$ cat src/rtl/uart_tx_fifo_if.sv
// Bus bundle between the SoC write path / uart transmitter and uart_tx_fifo.
// Handshakes:
//   write side : a byte is accepted on a rising clk edge when wr_en && wr_ready;
//                wr_en while !wr_ready drops the byte and raises overflow.
//   uart side  : uart_send is a one-cycle request carrying uart_data; the uart
//                acknowledges by dropping uart_ready, and returns it high when idle.
interface uart_tx_fifo_if #(
   parameter int DEPTH = 16
) ();
   localparam int PTR_BITS = $clog2(DEPTH);

   logic                wr_en;
   logic [7:0]          wr_data;
   logic                wr_ready;
   logic                clr_overflow;
   logic [7:0]          uart_data;
   logic                uart_send;
   logic                uart_ready;
   logic [PTR_BITS:0]   level;
   logic                empty;
   logic                full;
   logic                overflow;

   // SoC plus uart environment side
   modport master (
      output wr_en, wr_data, clr_overflow, uart_ready,
      input  wr_ready, uart_data, uart_send, level, empty, full, overflow
   );

   // FIFO side
   modport slave (
      input  wr_en, wr_data, clr_overflow, uart_ready,
      output wr_ready, uart_data, uart_send, level, empty, full, overflow
   );
endinterface

$ cat src/rtl/uart_tx_fifo.sv
// Byte FIFO feeding a uart transmitter through its sendReq/ready handshake.
// Keeps a separate level counter (full/empty come only from it), a sticky
// overflow flag for dropped pushes, and a small IDLE/SENT/BUSY drain FSM.
// dbg_state encoding: 0 = IDLE, 1 = SENT, 2 = BUSY.
module uart_tx_fifo #(
   parameter int DEPTH = 16,
   localparam int PTR_BITS = $clog2(DEPTH)
) (
   input  logic              clk,
   input  logic              resetn,
   uart_tx_fifo_if.slave     bus,
   output logic [1:0]        dbg_state
);

   typedef enum logic [1:0] {
      ST_IDLE = 2'd0,
      ST_SENT = 2'd1,
      ST_BUSY = 2'd2
   } state_t;

   localparam logic [PTR_BITS:0]   LEVEL_FULL = (PTR_BITS+1)'(DEPTH);
   localparam logic [PTR_BITS:0]   LEVEL_ONE  = (PTR_BITS+1)'(1);
   localparam logic [PTR_BITS-1:0] PTR_ONE    = PTR_BITS'(1);

   state_t              state_q, state_d;
   logic [7:0]          mem_q [DEPTH];
   logic [PTR_BITS-1:0] wr_ptr_q, wr_ptr_d;
   logic [PTR_BITS-1:0] rd_ptr_q, rd_ptr_d;
   logic [PTR_BITS:0]   level_q, level_d;
   logic                overflow_q, overflow_d;
   logic                uart_send_q, uart_send_d;
   logic [7:0]          uart_data_q, uart_data_d;

   logic full, empty, push, drop, pop;

   assign full  = (level_q == LEVEL_FULL);
   assign empty = (level_q == '0);
   // A push into a full FIFO is dropped even if a pop frees a slot at the same edge.
   assign push  = bus.wr_en && !full;
   assign drop  = bus.wr_en && full;

   // Storage write; contents need no reset since level gates every read.
   always_ff @(posedge clk) begin
      if (push) begin
         mem_q[wr_ptr_q] <= bus.wr_data;
      end
   end

   // Pointer, level and overflow next-state; pop and push together keep level.
   always_comb begin
      wr_ptr_d   = wr_ptr_q;
      rd_ptr_d   = rd_ptr_q;
      level_d    = level_q;
      overflow_d = overflow_q;
      if (push) begin
         wr_ptr_d = wr_ptr_q + PTR_ONE;
      end
      if (pop) begin
         rd_ptr_d = rd_ptr_q + PTR_ONE;
      end
      if (push && !pop) begin
         level_d = level_q + LEVEL_ONE;
      end else if (pop && !push) begin
         level_d = level_q - LEVEL_ONE;
      end
      // Setting wins over clearing when both happen in one cycle.
      if (drop) begin
         overflow_d = 1'b1;
      end else if (bus.clr_overflow) begin
         overflow_d = 1'b0;
      end
   end

   // FSM state register.
   always_ff @(posedge clk or negedge resetn) begin
      if (!resetn) begin
         state_q <= ST_IDLE;
      end else begin
         state_q <= state_d;
      end
   end

   // FSM next state: SENT waits for the uart to take the byte, BUSY for it to finish.
   always_comb begin
      state_d = state_q;
      case (state_q)
         ST_IDLE: if (pop)             state_d = ST_SENT;
         ST_SENT: if (!bus.uart_ready) state_d = ST_BUSY;
         ST_BUSY: if (bus.uart_ready)  state_d = ST_IDLE;
         default:                      state_d = ST_IDLE;
      endcase
   end

   // FSM outputs: pop and launch a one-cycle send only from IDLE with the uart idle.
   always_comb begin
      pop         = 1'b0;
      uart_send_d = 1'b0;
      uart_data_d = uart_data_q;
      if (state_q == ST_IDLE && !empty && bus.uart_ready) begin
         pop         = 1'b1;
         uart_send_d = 1'b1;
         uart_data_d = mem_q[rd_ptr_q];
      end
   end

   // Datapath and output registers; reset aborts any in-flight send.
   always_ff @(posedge clk or negedge resetn) begin
      if (!resetn) begin
         wr_ptr_q    <= '0;
         rd_ptr_q    <= '0;
         level_q     <= '0;
         overflow_q  <= 1'b0;
         uart_send_q <= 1'b0;
         uart_data_q <= 8'h00;
      end else begin
         wr_ptr_q    <= wr_ptr_d;
         rd_ptr_q    <= rd_ptr_d;
         level_q     <= level_d;
         overflow_q  <= overflow_d;
         uart_send_q <= uart_send_d;
         uart_data_q <= uart_data_d;
      end
   end

   assign bus.wr_ready  = !full;
   assign bus.uart_data = uart_data_q;
   assign bus.uart_send = uart_send_q;
   assign bus.level     = level_q;
   assign bus.empty     = empty;
   assign bus.full      = full;
   assign bus.overflow  = overflow_q;
   assign dbg_state     = state_q;

endmodule

$ cat src/flat_wrapper.sv
// flat-port wrapper written by rule: the top's interface ports become plain ports
module uart_tx_fifo_flat 
#(
   parameter int DEPTH = 16,
   localparam int PTR_BITS = $clog2(DEPTH)
)
  (clk, resetn, dbg_state, bus_wr_en, bus_wr_data, bus_clr_overflow, bus_uart_ready, bus_wr_ready, bus_uart_data, bus_uart_send, bus_level, bus_empty, bus_full, bus_overflow);
  uart_tx_fifo_if #(.DEPTH(DEPTH)) bus_i ();
  input  logic clk;
  input  logic resetn;
  output logic [1:0] dbg_state;
  input wire logic [$bits(bus_i.wr_en)-1:0] bus_wr_en;
  input wire logic [$bits(bus_i.wr_data)-1:0] bus_wr_data;
  input wire logic [$bits(bus_i.clr_overflow)-1:0] bus_clr_overflow;
  input wire logic [$bits(bus_i.uart_ready)-1:0] bus_uart_ready;
  output wire logic [$bits(bus_i.wr_ready)-1:0] bus_wr_ready;
  output wire logic [$bits(bus_i.uart_data)-1:0] bus_uart_data;
  output wire logic [$bits(bus_i.uart_send)-1:0] bus_uart_send;
  output wire logic [$bits(bus_i.level)-1:0] bus_level;
  output wire logic [$bits(bus_i.empty)-1:0] bus_empty;
  output wire logic [$bits(bus_i.full)-1:0] bus_full;
  output wire logic [$bits(bus_i.overflow)-1:0] bus_overflow;
  assign bus_i.wr_en = bus_wr_en;
  assign bus_i.wr_data = bus_wr_data;
  assign bus_i.clr_overflow = bus_clr_overflow;
  assign bus_i.uart_ready = bus_uart_ready;
  assign bus_wr_ready = bus_i.wr_ready;
  assign bus_uart_data = bus_i.uart_data;
  assign bus_uart_send = bus_i.uart_send;
  assign bus_level = bus_i.level;
  assign bus_empty = bus_i.empty;
  assign bus_full = bus_i.full;
  assign bus_overflow = bus_i.overflow;
  uart_tx_fifo #(.DEPTH(DEPTH)) u_core (.clk(clk), .resetn(resetn), .bus(bus_i), .dbg_state(dbg_state));
endmodule
$ cat config.mk
export PLATFORM = sky130hd
export DESIGN_NAME = uart_tx_fifo_flat
export DESIGN_NICKNAME = d
export VERILOG_FILES = /design/src/rtl/uart_tx_fifo_if.sv /design/src/rtl/uart_tx_fifo.sv /design/src/flat_wrapper.sv
export SDC_FILE = /design/constraint.sdc
export NUM_CORES = 1
export LEC_CHECK = 0
export ABC_AREA = 1
export BUFFER_PORTS_ARGS = -buffer_cell sky130_fd_sc_hd__buf_2
export CAP_MARGIN = 30
export CORE_ASPECT_RATIO = 2
export CORE_MARGIN = 5
export CORE_UTILIZATION = 50
export DETAILED_ROUTE_END_ITERATION = 10
export GPL_ROUTABILITY_DRIVEN = 0
export PLACE_DENSITY = 0.69
export SLEW_MARGIN = 5
export SYNTH_ARGS = -nofsm -noshare
export SYNTH_HDL_FRONTEND = slang
export SYNTH_SLANG_ARGS = --single-unit
$ cat constraint.sdc
create_clock -name clk -period 6.2 [get_ports clk]
set_input_delay 0.93 -clock clk [delete_from_list [all_inputs] [get_ports clk]]
set_output_delay 0.93 -clock clk [all_outputs]
set_load 0.02 [all_outputs]
==> impl_metrics.json <==
{
  "worst_path_most_repeated_cell": "nand2_1",
  "r2r_slack_ns": 3.73,
  "synth_nets": 698,
  "critPathLaunchType": "flip-flop",
  "fmax_ghz": 0.405,
  "maxSlewHeadroom_pct": 36.5,
  "hpwl_mm": 9.68,
  "crit_family": "buffers and inverters",
  "cts_hold_buf": 0,
  "die_area_sq_um": 16200,
  "p_seq_share_pct": 36.7,
  "layout_commonest_cell": "nand2_1",
  "setup_viol": 0,
  "stdcell_count": 881,
  "max_stage_delay_ns": 0.55,
  "cts.sinks": 153,
  "rows": 60,
  "grt_pass1_wl_mm": 23.4,
  "fin_worst_skew_ns": 0.00917,
  "chipHeight_um": 175,
  "finalCritPeriodShare_pct": 39.8,
  "initial_core_util_pct": 50.7,
  "slew_viol_final": 0,
  "ir_drop_uv": 294,
  "post_drt_wl_per_cell_um": 16.6,
  "drive_above_1_share_pct": 11.8,
  "drc": 0,
  "cts_buffer_depth": 2,
  "placedCellCount": 849,
  "p_clk_share_pct": 30.4,
  "timing.final.hold_violations": 0,
  "ys_warn_count": 0,
  "grt_setup_unrepaired": "false",
  "synth_cells": 675,
  "synthDistinctLibCells": 26,
  "cts_buffers": 17,
  "cap_violations": 0,
  "ios": 33,
  "crit_buf_inv": 3,
  "grt_antenna_before_repair": 0,
  "ant_nets": 0,
  "syn2layout_area_growth_pct": 14.2,
  "required_ns": 6.51,
  "ys_top_cells_by_area": "edfxtp_1, nand2_1, dfrtp_1",
  "hp-class": "flip-flop to flip-flop",
  "p_per_area_nw_per_um2": 483,
  "firstDrtPassIters": 5,
  "synth-seq-cells": 153,
  "htreeDepth": 4,
  "cp-end-kind": "flip-flop",
  "drt_iter0_markers": 350,
  "dieWidth_um": 92.5,
  "nets": 736,
  "cts-resized-gates": 0,
  "fill_cells": 1082,
  "path_max_fanout": 67,
  "syn_area_sq_um": 6810,
  "yosysSeqAreaShare_pct": 65.6,
  "port-buffer-count": 32,
  "p_int_mw": 2.40,
  "core_area_sq_um": 13400,
  "avgSynthCellArea_sq_um": 10.1,
  "worstSetupPathType": "flip-flop to flip-flop",
  "yosys.area.top_type_share_pct": 56.4,
  "path_clk_slew_ns": 0.06,
  "netSwitchingFraction_pct": 36.0,
  "grt_pass1_vias": 4710,
  "track_usage_pct": 19.1,
  "p_leak_nw": 3.53,
  "layout_common_cells": "nand2_1, edfxtp_1, inv_1",
  "cp_cell_sequence": "buf_4 > inv_2 > buf_12 > nand2_1 > nand2_1 > nand2_1 > nand3_1 > nand3_1 > nand2_1 > nand2_1 > nand2_1",
  "arrival_ns": 2.78,
  "status": "completed",
  "p_comb_share_pct": 32.8,
  "synth_top_area_cell": "edfxtp_1",
  "clkLatencyLatePin_ns": 0.42,
  "cts_setup_buffers": 0,
  "cts_root_buffer": "clkbuf_16",
  "n_antenna_cell": 0,
  "grt_max_degree": 68,
  "setup_tns_ns": 0,
  "vias_per_cell": 5.24,
  "vias": 4620,
  "routed_wirelength_mm": 14.6,
  "slowest_stage": "buf_4",
  "grt_overflow": 0,
  "period_needed_ns": 2.47,
  "worst_pin_slew_ns": 0.949,
  "power_switching_mw": 1.35,
  "cts_tree": "yes"
}
path summary, 6_finish.rpt:
path,end,cells after the start,startpoint
setup / recovery,u_core.bus.uart_data[3]$_DFFE_PN0P_,11,u_core.rd_ptr_q[0]$_DFFE_PN0P_
hold / removal,u_core.bus.uart_data[7]$_DFFE_PN0P_,2,u_core.bus.uart_data[7]$_DFFE_PN0P_
setup reg to reg,u_core.bus.uart_data[3]$_DFFE_PN0P_,11,u_core.rd_ptr_q[0]$_DFFE_PN0P_
hold reg to reg,u_core.bus.uart_data[7]$_DFFE_PN0P_,2,u_core.bus.uart_data[7]$_DFFE_PN0P_
max in group asynchronous,u_core.rd_ptr_q[0]$_DFFE_PN0P_,1,resetn
min in group asynchronous,u_core.bus.level[0]$_DFFE_PN0P_,1,resetn
state kept, by name, summed over array words and instances, names as in the netlist:
signal	count
u_core.mem_q	128
u_core.bus.uart_data	8
u_core.bus.level	5
u_core.rd_ptr_q	4
u_core.wr_ptr_q	4
u_core.dbg_state	2
u_core.bus.overflow	1
u_core.bus.uart_send	1
final cells by class:
cell class              count  area, sq um  area share (%)
clock inverters            14          228            2.93
repair buffers             47          283            3.64
well taps                 155          194            2.49
clock buffers              18          429            5.52
inverters                 121          454            5.84
flip-flops and latches    153         4470            57.5
multi-input cells         373         1720            22.1
logic make-up after synthesis:
family          synth area share, %
simple gates                   21.3
flops                          65.6
buf+inv                        9.15
compound gates                0.974
fa+ha+maj                      1.95
xor+xnor                       1.03
per-stage QoR:
step | power (mW) | setup WS (ns) | cell area (sq um) | util (%) | hold slack [ns]
after floorplan | 2.28 | 3.62 | 6810 | - | 0.558
after global placement | 2.58 | 3.47 | 7090 | 52.8 | 0.467
after detailed placement | 2.63 | 3.42 | 7120 | 53.0 | 0.469
after CTS | 3.77 | 3.72 | 7780 | 57.9 | 0.486
after global routing | 3.97 | 3.50 | 7780 | 57.9 | 0.513
final | 3.76 | 3.73 | 7780 | 57.9 | 0.485
cells in the mapped netlist (all sizes together):
cell    number
a21oi        3
nor3        12
nor2         7
dfrtp       25
fa           1
nor3b        1
clkbuf       1
nand2      220
o21bai       1
clkinv       2
o21ai        6
inv        119
a31oi        1
o21a         1
buf         27
xor2         7
edfxtp     128
nand3      101
or2          1
ha           9
nand3b       1
xnor2        1
power by group through the flow:
stage / combinational (mW) / sequential (mW) / clock, mW
final: 1.23 / 1.38 / 1.14
after global routing: 1.38 / 1.39 / 1.20
after CTS: 1.25 / 1.38 / 1.15
after detailed placement: 1.24 / 1.40 / 0
after global placement: 1.19 / 1.39 / 0
after floorplan: 0.862 / 1.42 / 0
metal layers:
metal,track usage (%),vias up,wire [um]
met2,36.2,128,8410
li1,-,2233,-
met4,10.1,0,515
met3,3.27,22,514
met5,0,-,0
met1,19.3,2237,5200
worst reg2reg max path, delay by kind of cell (launching register included):
| family | cells | cell delay, ns |
|---|---|---|
| AND/OR/NAND/NOR | 8 | 0.72 |
| flip-flops | 1 | 0.34 |
| buffers and inverters | 3 | 1.31 |
Note: power is estimated with default switching activity, not from simulation.
